File: config.mk
export PLATFORM = sky130hd
export DESIGN_NAME = signed_seq_divider
export DESIGN_NICKNAME = d
export VERILOG_FILES = /design/src/rtl/signed_seq_divider.sv
export SDC_FILE = /design/constraint.sdc
export NUM_CORES = 1
export LEC_CHECK = 0
export ABC_AREA = 0
export CAP_MARGIN = 20
export CORE_ASPECT_RATIO = 1.2
export CORE_UTILIZATION = 55
export DETAILED_ROUTE_END_ITERATION = 8
export GPL_TIMING_DRIVEN = 0
export PLACE_DENSITY = 0.8
export SLEW_MARGIN = 20
export SYNTH_ARGS = -nofsm -noshare
export SYNTH_HDL_FRONTEND = slang
export SYNTH_SLANG_ARGS = --single-unit
File: constraint.sdc
create_clock -name i_clk -period 2.2 [get_ports i_clk]
set_input_delay 0.44 -clock i_clk [delete_from_list [all_inputs] [get_ports i_clk]]
set_output_delay 0.44 -clock i_clk [all_outputs]
set_load 0.03 [all_outputs]
File: src/rtl/signed_seq_divider.sv
// Sequential signed divider: 2N-bit dividend / N-bit divisor. Each cycle the
// restoring loop produces one magnitude quotient bit. A final cycle then
// applies the signs: the quotient truncates toward zero and the remainder
// takes the sign of the dividend.
module signed_seq_divider #(
    parameter int unsigned N_WIDTH = 4
) (
    input  logic                   i_clk,
    input  logic                   i_rst_n,
    input  logic                   start,
    input  logic [2*N_WIDTH-1:0]   op_1,
    input  logic [N_WIDTH-1:0]     op_2,
    output logic [2*N_WIDTH-1:0]   o_quotient,
    output logic [N_WIDTH-1:0]     o_remainder,
    output logic                   o_done,
    output logic                   o_busy,
    output logic                   o_dbz,
    output logic                   o_ovf
);

    localparam int unsigned NW = N_WIDTH;
    localparam int unsigned QW = 2 * N_WIDTH;
    localparam int unsigned CW = (QW > 2) ? $clog2(QW) : 1;

    typedef enum logic [1:0] {
        IDLE = 2'd0,
        ITER = 2'd1,
        FIX  = 2'd2,
        DONE = 2'd3
    } state_t;

    state_t          state;
    logic [QW-1:0]   qmag;
    logic [NW:0]     pr;
    logic [NW-1:0]   dmag;
    logic [CW-1:0]   cnt;
    logic            sign_q;
    logic            sign_r;
    logic            dbz;
    logic            ovf;

    logic [QW-1:0]   op1_mag;
    logic [NW-1:0]   op2_mag;
    logic            op1_min;
    logic            op2_neg1;
    logic            op2_zero;
    logic [NW+1:0]   shifted;
    logic [NW+1:0]   trial;
    logic [QW-1:0]   q_neg;
    logic [NW-1:0]   r_mag;
    logic [NW-1:0]   r_neg;

    // Operand magnitudes; the most negative value maps onto its unsigned magnitude
    assign op1_mag  = op_1[QW-1] ? (~op_1 + QW'(1)) : op_1;
    assign op2_mag  = op_2[NW-1] ? (~op_2 + NW'(1)) : op_2;
    assign op1_min  = (op_1 == {1'b1, {(QW-1){1'b0}}});
    assign op2_neg1 = (op_2 == {NW{1'b1}});
    assign op2_zero = (op_2 == {NW{1'b0}});

    // One restoring step: shift the next dividend bit into the partial remainder,
    // then try to subtract the divisor magnitude (the MSB of trial is the borrow)
    assign shifted  = {pr, qmag[QW-1]};
    assign trial    = shifted - {2'b00, dmag};

    // Sign-corrected result candidates
    assign q_neg    = ~qmag + QW'(1);
    assign r_mag    = pr[NW-1:0];
    assign r_neg    = ~r_mag + NW'(1);

    // Controller and datapath: accept, iterate, fix signs, pulse done
    always_ff @(posedge i_clk or negedge i_rst_n) begin
        if (!i_rst_n) begin
            state       <= IDLE;
            qmag        <= '0;
            pr          <= '0;
            dmag        <= '0;
            cnt         <= '0;
            sign_q      <= 1'b0;
            sign_r      <= 1'b0;
            dbz         <= 1'b0;
            ovf         <= 1'b0;
            o_quotient  <= '0;
            o_remainder <= '0;
            o_done      <= 1'b0;
            o_busy      <= 1'b0;
            o_dbz       <= 1'b0;
            o_ovf       <= 1'b0;
        end else begin
            case (state)
                IDLE: begin
                    if (start) begin
                        qmag   <= op1_mag;
                        dmag   <= op2_mag;
                        sign_q <= op_1[QW-1] ^ op_2[NW-1];
                        sign_r <= op_1[QW-1];
                        dbz    <= op2_zero;
                        ovf    <= op1_min & op2_neg1;
                        pr     <= '0;
                        cnt    <= '0;
                        o_busy <= 1'b1;
                        state  <= ITER;
                    end
                end
                ITER: begin
                    if (!trial[NW+1]) begin
                        pr   <= trial[NW:0];
                        qmag <= {qmag[QW-2:0], 1'b1};
                    end else begin
                        pr   <= shifted[NW:0];
                        qmag <= {qmag[QW-2:0], 1'b0};
                    end
                    cnt <= cnt + CW'(1);
                    if (cnt == CW'(QW - 1)) begin
                        state <= FIX;
                    end
                end
                FIX: begin
                    // A zero divisor still runs the full loop, but its result is forced to zero
                    if (dbz) begin
                        o_quotient  <= '0;
                        o_remainder <= '0;
                    end else begin
                        o_quotient  <= sign_q ? q_neg : qmag;
                        o_remainder <= sign_r ? r_neg : r_mag;
                    end
                    o_dbz  <= dbz;
                    o_ovf  <= ovf;
                    o_done <= 1'b1;
                    state  <= DONE;
                end
                DONE: begin
                    o_done <= 1'b0;
                    o_busy <= 1'b0;
                    state  <= IDLE;
                end
                default: begin
                    state <= IDLE;
                end
            endcase
        end
    end

endmodule

==> results of run 1 <==
==> cell usage in the layout (no fill, tap or decap), types with 4 or more instances in the layout <==
cell type,netlist,routed
dfrtp_1,42,42
nand2_1,36,36
clkdlybuf4s50_1,0,28
o21ai_0,16,16
inv_1,15,15
ha_1,15,15
nor2_1,12,12
o31ai_1,12,12
xnor2_1,10,10
clkbuf_1,7,8
mux2i_1,8,8
a21oi_1,7,7
o2bb2ai_1,7,7
xor2_1,7,7
nor2b_1,7,6
clkbuf_8,0,5
a22o_1,4,4
==> metrics by stage <==
stage	hold WS [ns]	worst slack [ns]	util
2_1_floorplan	0.144	0.354	-
3_3_place_gp	0.464	-0.389	0.681
3_5_place_dp	0.437	0.0189	0.686
4_1_cts	0.115	0.0235	0.713
5_1_grt	0.134	0.0347	0.718
6_report	0.0941	0.167	0.718
==> kinds of logic (layout without fill, tap and decap cells) <==
group	Yosys count	after routing	synth area share
adders and majority gates	16	16	0.0870
DFF	42	42	0.440
AOI/OAI and AO/OA	60	60	0.182
buffers and inverters	25	64	0.0398
xor gates and xnor gates	17	17	0.0623
and+or+nand+nor	72	72	0.141
muxes	11	11	0.0477
==> power by group <==
group	switching, mW	internal, mW	total [mW]
Clock	0.260	0.340	0.600
Combinational	1.40	1.10	2.49
Sequential	0.298	1.12	1.41
==> sequential cells by signal, summed over array words and instances, names as in the netlist, 2 cells and up <==
register / cells
o_quotient: 8
cnt: 3
o_remainder: 4
state: 2
dmag: 4
qmag: 8
pr: 5
==> worst max-delay path, stage by stage, from the launching register on <==
cell	delay, ns
dfrtp_1	0.41
inv_1	0.07
ha_1	0.26
nor2b_2	0.17
o221ai_1	0.19
a211oi_4	0.49
mux2i_1	0.23
a22o_1	0.15
==> timing repair <==
| action | 4_1_cts | 5_1_grt |
|---|---|---|
| gates resized for setup | 0 | 5 |
| endpoints found under the setup margin | 0 | 8 |
| buffers inserted | 0 | 1 |
==> layout make-up <==
class | instances | area [um2] | area share
tap | 54 | 67.6 | 0.0233
clock buffer | 7 | 76.3 | 0.0263
clock inverter | 1 | 30.0 | 0.0104
multi-input combinational | 176 | 1250 | 0.432
buffer | 8 | 32.5 | 0.0112
sequential | 42 | 1050 | 0.363
timing repair buffer | 31 | 320 | 0.111
inverter | 17 | 67.6 | 0.0233
==> path summary, 6_finish.rpt <==
path	start	endpoint	slack [ns]	cells past startpoint
setup / recovery	dmag[1]$_DFFE_PN0P_	pr[0]$_DFFE_PN0P_	0.17	7
hold / removal	i_rst_n	o_quotient[2]$_DFFE_PN0P_	0.09	1
setup reg to reg	dmag[1]$_DFFE_PN0P_	pr[0]$_DFFE_PN0P_	0.17	7
hold reg to reg	o_quotient[5]$_DFFE_PN0P_	o_quotient[5]$_DFFE_PN0P_	0.48	2
max in group asynchronous	i_rst_n	pr[3]$_DFFE_PN0P_	1.63	2
min in group i_clk	o_quotient[5]$_DFFE_PN0P_	o_quotient[5]$_DFFE_PN0P_	0.48	2
==> layer usage <==
metal  vias up  share of wire
met5         -              0
met4         0          0.019
met3         7          0.046
met2        46           0.50
met1       859           0.43
li1        926              -
==> out/results.txt, run 1 <==
outcome: finished clean
Syn Inst Count: 243
syn_area_per_cell: 9.83 um2
Worst Skew: 0.00557 ns
final instance area: 2900 um2
met1 usage: 0.278
met3 Use GR: 0.0491
Root Buffer: clkbuf_8
CTS tree: built
largest driver fanout on the critical path: 7
first-pass GRT wire length: 8370 um
CTS max path bufs: 2
nature of the critical path startpoint: register
Tcrit/Tclk final: 0.924
drt first-iter violations: 64
Port Buffer Count: 29
Critical Path RT: 2.43 ns
share of the synthesized area in the top cell type: 0.440
worst-margin pin slew: 0.522 ns
fill cell count: 303
Max VDD drop: 0.000867 V
Avg WL per Cell: 14.3 um
count leader, synth: dfrtp_1
Antenna Nets Post-Route: 0
Final setup viols: 0
vias per cell: 5.47
MaxCap Viol Count: 0
biggest area consumer among synthesized cells: dfrtp_1
FFs w/ async S/R, synth: 1.00
setup TNS: 0 ns
Yosys reg bits: 42
EDFF count, synth: 0
largest net degree at the start of global routing: 24
die width: 62.2 um
Cell Area, Placed: 2770 um2
Num CTS Buffers: 5
drt drc: 0
Chip Height: 74.2 um
I/O pins: 31
Synth area leaders: dfrtp_1 (44%), ha_1 (7.9%), nand2_1 (5.7%)
# clock sinks: 42
slew margin rel.: 0.651
Slew Viols, Final: 0
Synth cell types: 43
Setup crit end kind: register
post-layout net count: 312
Top Usage Layer GRT: met2
die area: 4610 um2
Max Fclk: 492 MHz
DP Cell Count: 327
Final GP Congestion: 0.927
initial core utilization: 0.592
Remaining Overflow, GRT: 0
post-synthesis sequential area ratio: 0.440
synth warn: 0
PD cells: 1560 nW/um2
Total Power: 4.51 mW
Hold Violations, Final: 0
Critical Path AT: 2.27 ns
area grow syn2layout: 21.3%
Core ar.: 4040 um2
met2 usage: 0.425
Synth Flop Type: dfrtp_1
dpl hpwl: 3640 um
Setup CP Type: reg -> reg
clk_lat worst skew: 0.30 ns
fin cells: 336
hold-fix buffers at CTS: 0
Synth top cells by count: dfrtp_1 (42), nand2_1 (36), o21ai_0 (16)
min Tclk post-route: 2.03 ns
Min-Delay Path Class: in -> async
unrepaired setup endpoints after global routing: false
vias in the first global route: 1,817
layout cells sized above 1: 0.0780
Syn Nets: 274
GRT Overall Usage: 0.237
Vias: 1,838
Clock transition at path regs: 0.08 ns
final wirelength: 4800 um
antenna violations before repair: 0
placement row count: 25
Cell Area, Synth: 2390 um2
leakage: 1.29 nW
n_diodes: 0
deepest level of the CTS H-tree: 2
DRT Pass-1 Iters: 4
No activity file was read; power rests on OpenSTA's default activity.
==> inputs of run 2 (changes only) <==
--- a/config.mk
+++ b/config.mk
@@ -7,7 +7,7 @@
 export LEC_CHECK = 0
 export ABC_AREA = 0
 export CAP_MARGIN = 20
-export CORE_ASPECT_RATIO = 1.2
+export CORE_ASPECT_RATIO = 0.5
 export CORE_UTILIZATION = 55
 export DETAILED_ROUTE_END_ITERATION = 8
 export GPL_TIMING_DRIVEN = 0
==> run 2 against run 1 <==
Against the previous run:
- wire length rose by 9.4%
- global-route usage rose by 1.9 points
- cell area rose by 0.17%
- non-clock buffer count rose by 1
- worst setup slack got worse by 0.024 ns
- sequential share of layout area fell by 0.062 points
- sequential power barely moved
- hold slack got worse by 0.027 ns
- register-to-register slack got worse by 0.02 ns
- combinational power rose by 4%
- cell count rose by 0.30%
- critical path type unchanged
==> out/results.txt, run 2 (same netlist as run 1, synthesis figures left out) <==
vias per cell: 5.77 (+5.5%)
slew margin rel.: 0.641 (-0.00926)
Final setup viols: 0 (unchanged)
CTS tree: built
Total Power: 4.62 mW (+2.5%)
Vias: 1,945 (+5.8%)
final wirelength: 5250 um (+9.4%)
die width: 95.2 um (+53%)
utilization after layout: 0.721 (+0.00325)
Setup CP Type: reg -> reg
Reg area: 1050 um2 (unchanged)
area occupied by multi-input gates: 1250 um2 (-0.20%)
Max VDD drop: 0.000893 V (+3.0%)
MaxCap Viol Count: 0 (unchanged)
Slew Viols, Final: 0 (unchanged)
worst-margin pin slew: 0.536 ns (+0.0138 ns)
Tcrit/Tclk final: 0.935 (+0.0108)
Cell Area, Placed: 2770 um2 (unchanged)
antenna violations before repair: 0 (unchanged)
Placement Setup Slack: 0.0504 ns (+0.0315 ns)
min Tclk post-route: 2.06 ns (+0.0238 ns)
placement row count: 16 (-36%)
Critical Path AT: 2.25 ns (-0.02 ns)
largest driver fanout on the critical path: 10 (+3)
internal reg-to-reg setup slack: 0.14 ns (-0.02 ns)
# clock sinks: 42 (unchanged)
Hold Violations, Final: 0 (unchanged)
I/O pins: 31 (unchanged)
DRT Pass-1 Iters: 4 (unchanged)
Chip Height: 48.6 um (-34%)
nature of the critical path startpoint: register
PD cells: 1590 nW/um2 (+2.3%)
final worst setup slack: 0.143 ns (-0.0238 ns)
Final GP Congestion: 0.930 (+0.42%)
deepest level of the CTS H-tree: 2 (unchanged)
Setup crit end kind: register
Max Fclk: 486 MHz (-1.2%)
Regs by FF count: o_quotient x8, qmag x8, pr x5
Remaining Overflow, GRT: 0 (unchanged)
Clock transition at path regs: 0.07 ns (about the same)
post-layout net count: 313 (+0.32%)
dpl hpwl: 3840 um (+5.3%)
first-pass GRT wire length: 8910 um (+6.5%)
most frequent cells in the layout: dfrtp_1 (42), nand2_1 (36), clkdlybuf4s50_1 (28)
unrepaired setup endpoints after global routing: false
leakage: 1.30 nW (+0.27%)
layout cells sized above 1: 0.0777 (-0.000276)
Root Buffer: clkbuf_8
CTS max path bufs: 2 (unchanged)
fill cell count: 311 (+2.6%)
area grow syn2layout: 21.5%
Port Buffer Count: 29 (unchanged)
Worst Skew: 0.00546 ns (-0.000114 ns)
outcome: finished clean
vias in the first global route: 1,931 (+6.3%)
Core ar.: 4020 um2 (-0.28%)
final instance area: 2900 um2 (+0.17%)
die area: 4630 um2 (+0.32%)
Critical Path RT: 2.39 ns (-0.04 ns)
Antenna Nets Post-Route: 0 (unchanged)
drt first-iter violations: 136 (+110%)
most common cell after layout, fill and taps aside: dfrtp_1
GRT Overall Usage: 0.255 (+0.0185)
initial core utilization: 0.594 (+0.00166)
clk_lat worst skew: 0.31 ns (about the same)
Num CTS Buffers: 5 (unchanged)
Avg WL per Cell: 15.6 um (+9.1%)
Min-Delay Path Class: in -> async
n_diodes: 0 (unchanged)
hold-fix buffers at CTS: 0 (unchanged)
drt drc: 0 (unchanged)
largest net degree at the start of global routing: 26 (+8.3%)
==> run 2: changes by cell type in the layout (fill, tap and decap cells not counted) <==
cell,previous run,this run
buf_4,1,2
nor2b_2,1,0
nor2b_1,6,7
==> run 2: critical path, stage by stage (launching register included) <==
cell        delay (ns)
dfrtp_1           0.41
inv_1             0.11
ha_1              0.16
buf_2             0.23
clkinvlp_4        0.24
o21a_1            0.29
clkbuf_2          0.22
a32oi_1           0.21
nand2_1           0.07
==> run 2: per-stage QoR <==
stage / std cells / hold WS, ns / setup TNS, ns
final: 337 / 0.0670 / 0
after global placement: 326 / 0.465 / -11.79
after detailed placement: 327 / 0.413 / 0
after global routing: 337 / 0.0922 / 0
after floorplan: 243 / 0.144 / 0
after CTS: 335 / 0.0765 / 0
==> run 2: cell type report <==
class                   count  share of cell area
inverters                  17              0.0233
well taps                  54              0.0233
clock inverters             1              0.0103
plain buffers               8              0.0112
flip-flops and latches     42               0.362
repair buffers             32               0.113
clock buffers               7              0.0263
multi-input cells         176               0.431
==> run 2: layer usage <==
metal	vias to the layer above	track usage	wire [um]
met2	80	0.386	2310
li1	935	-	-
met5	-	0	0
met4	0	0.101	57
met3	10	0.0550	443
met1	920	0.359	2440
==> run 2: where the power goes <==
group | internal, mW | total [mW] | leakage (nW) | switching, mW
Combinational | 1.12 | 2.58 | 0.715 | 1.45
Clock | 0.340 | 0.610 | 0.0524 | 0.270
Sequential | 1.12 | 1.43 | 0.530 | 0.317
==> run 2: path summary, 6_finish.rpt <==
kind / start / end / depth (start not counted)
setup / recovery: state[1]$_DFFE_PN0P_ / pr[4]$_DFFE_PN0P_ / 8
hold / removal: i_rst_n / o_done$_DFFE_PN0P_ / 1
setup reg to reg: state[1]$_DFFE_PN0P_ / pr[4]$_DFFE_PN0P_ / 8
hold reg to reg: ovf$_DFFE_PN0P_ / ovf$_DFFE_PN0P_ / 2
max in group asynchronous: i_rst_n / o_remainder[2]$_DFFE_PN0P_ / 2
min in group i_clk: ovf$_DFFE_PN0P_ / ovf$_DFFE_PN0P_ / 2
==> run 2: repair_timing <==
| item | 4_1_cts | 5_1_grt |
|---|---|---|
| setup buffers | 0 | 2 |
| setup endpoints to repair | 0 | 14 |
| gates resized for setup | 0 | 4 |
==> inputs of run 3 (changes only) <==
--- a/config.mk
+++ b/config.mk
@@ -12,6 +12,7 @@
 export DETAILED_ROUTE_END_ITERATION = 8
 export GPL_TIMING_DRIVEN = 0
 export PLACE_DENSITY = 0.8
+export SETUP_SLACK_MARGIN = 0.3
 export SLEW_MARGIN = 20
 export SYNTH_ARGS = -nofsm -noshare
 export SYNTH_HDL_FRONTEND = slang
==> run 3 against run 2 <==
Against the previous run:
- hold slack improved by 0.0011 ns
- utilization is 3.5 points higher
- cell count increased by 1.8%
- power increased by 10%
- sequential power about the same
- clock-buffer cell count did not move
- clock power is essentially flat
- sequential share of layout area fell by 1.6 points
- worst setup slack better by 0.12 ns
- first-iteration DRC count rose by 8.1%
- critical endpoint is now pr[0]$_DFFE_PN0P_
==> out/results.txt, run 3 (same netlist as run 1, synthesis figures left out) <==
outcome: finished clean
vias in the first global route: 1,971 (+2.1%)
initial core utilization: 0.594 (unchanged)
largest driver fanout on the critical path: 7 (-3)
Clock transition at path regs: 0.08 ns (about the same)
Setup crit end kind: register
most common cell after layout, fill and taps aside: dfrtp_1
Final setup viols: 0 (unchanged)
Core ar.: 4020 um2 (unchanged)
antenna violations before repair: 0 (unchanged)
Cell Area, Placed: 2770 um2 (unchanged)
Remaining Overflow, GRT: 0 (unchanged)
Min-Delay Path Class: in -> async
Antenna Nets Post-Route: 0 (unchanged)
largest net degree at the start of global routing: 26 (unchanged)
Stages on worst setup path: 8 (unchanged)
post-layout net count: 319 (+1.9%)
Max VDD drop: 0.000985 V (+10%)
area occupied by multi-input gates: 1330 um2 (+6.1%)
clk_lat worst skew: 0.30 ns (about the same)
DP Cell Count: 327 (unchanged)
final worst setup slack: 0.263 ns (+0.119 ns)
Worst Skew: 0.00535 ns (-0.000115 ns)
utilization after layout: 0.757 (+0.0354)
CTS max path bufs: 2 (unchanged)
MaxCap Viol Count: 0 (unchanged)
Final GP Congestion: 0.930 (unchanged)
I/O pins: 31 (unchanged)
unrepaired setup endpoints after global routing: true
# clock sinks: 42 (unchanged)
n_diodes: 0 (unchanged)
Reg area: 1050 um2 (+0.24%)
drt drc: 0 (unchanged)
min Tclk post-route: 1.94 ns (-0.119 ns)
slowest stage delay, CP: 0.42 ns (about the same)
die width: 95.2 um (unchanged)
Buf/Inv on CP: 2 (-2)
Max Fclk: 516 MHz (+6.2%)
Critical Path AT: 2.17 ns (-0.08 ns)
DRT Pass-1 Iters: 5 (+1)
drt first-iter violations: 147 (+8.1%)
CTS tree: built
Root Buffer: clkbuf_8
internal reg-to-reg setup slack: 0.26 ns (+0.12 ns)
worst-margin pin slew: 0.504 ns (-0.0314 ns)
final instance area: 3050 um2 (+4.9%)
Crit-path slowest cell: dfrtp_1
vias per cell: 6.04 (+4.7%)
Port Buffer Count: 29 (unchanged)
deepest level of the CTS H-tree: 2 (unchanged)
worst reg2reg path depth: 8 (unchanged)
Vias: 2,072 (+6.5%)
first-pass GRT wire length: 9180 um (+3.0%)
fin cells: 343 (+1.8%)
Top Family by Delay on Critical Path: compound AO/OA/AOI/OAI gates
Avg WL per Cell: 16.8 um (+7.9%)
crit-path cells: inv_2 > ha_4 > nor2b_4 > o221ai_4 > a211oi_4 > buf_6 > mux2i_1 > a22o_1
Chip Height: 48.6 um (unchanged)
Hold Violations, Final: 0 (unchanged)
Total Power: 5.08 mW (+10%)
leakage: 1.33 nW (+2.4%)
fill cell count: 294 (-5.5%)
area grow syn2layout: 27.5%
Placement Setup Slack: 0.0504 ns (unchanged)
final wirelength: 5770 um (+9.8%)
PD cells: 1670 nW/um2 (+4.9%)
nature of the critical path startpoint: register
Slew Viols, Final: 0 (unchanged)
Regs by FF count: o_quotient x8, qmag x8, pr x5
Tcrit/Tclk final: 0.881 (-0.0543)
placement row count: 16 (unchanged)
Setup CP Type: reg -> reg
dpl hpwl: 3840 um (unchanged)
Critical Path RT: 2.43 ns (+0.04 ns)
most frequent cells in the layout: dfrtp_1 (40), nand2_1 (35), clkdlybuf4s50_1 (28)
layout cells sized above 1: 0.163 (+0.0849)
slew margin rel.: 0.663 (+0.0210)
Num CTS Buffers: 5 (unchanged)
GRT Overall Usage: 0.263 (+0.00716)
die area: 4630 um2 (unchanged)
hold-fix buffers at CTS: 0 (unchanged)
-- run 3: layer usage --
layer	wire, um	track usage
met1	2610	0.376
met2	2570	0.388
met3	455	0.0582
met4	132	0.101
met5	0	0
-- run 3: area by class of cell --
class,count,area share
Buffer,8,0.0140
Clock buffer,7,0.0251
Clock inverter,1,0.00986
Inverter,17,0.0238
Multi-Input combinational cell,176,0.435
Sequential cell,42,0.346
Tap cell,54,0.0222
Timing Repair Buffer,38,0.124
-- run 3: path summary, 6_finish.rpt --
| check | from | to |
|---|---|---|
| max | dmag[1]$_DFFE_PN0P_ | pr[0]$_DFFE_PN0P_ |
| min | i_rst_n | o_done$_DFFE_PN0P_ |
| max reg2reg | dmag[1]$_DFFE_PN0P_ | pr[0]$_DFFE_PN0P_ |
| min reg2reg | o_quotient[0]$_DFFE_PN0P_ | o_quotient[0]$_DFFE_PN0P_ |
| max in group asynchronous | i_rst_n | pr[2]$_DFFE_PN0P_ |
| min in group i_clk | o_quotient[0]$_DFFE_PN0P_ | o_quotient[0]$_DFFE_PN0P_ |
-- run 3: repair_timing --
item                       4_1_cts  5_1_grt
cloned                           0        0
setup buffers                    4        4
setup endpoints to repair       15       25
resized for setup                8       25
pin swaps                        1        2
-- run 3: through the flow --
step	hold WS, ns	TNS, ns
5_1_grt	0.0910	0
3_5_place_dp	0.413	0
2_1_floorplan	0.144	0
6_report	0.0681	0
4_1_cts	0.0765	0
3_3_place_gp	0.465	-11.79
-- run 3: power by group --
group | switching (mW) | internal [mW] | total [mW]
combinational | 1.64 | 1.39 | 3.03
sequential | 0.329 | 1.12 | 1.45
clock | 0.271 | 0.340 | 0.611
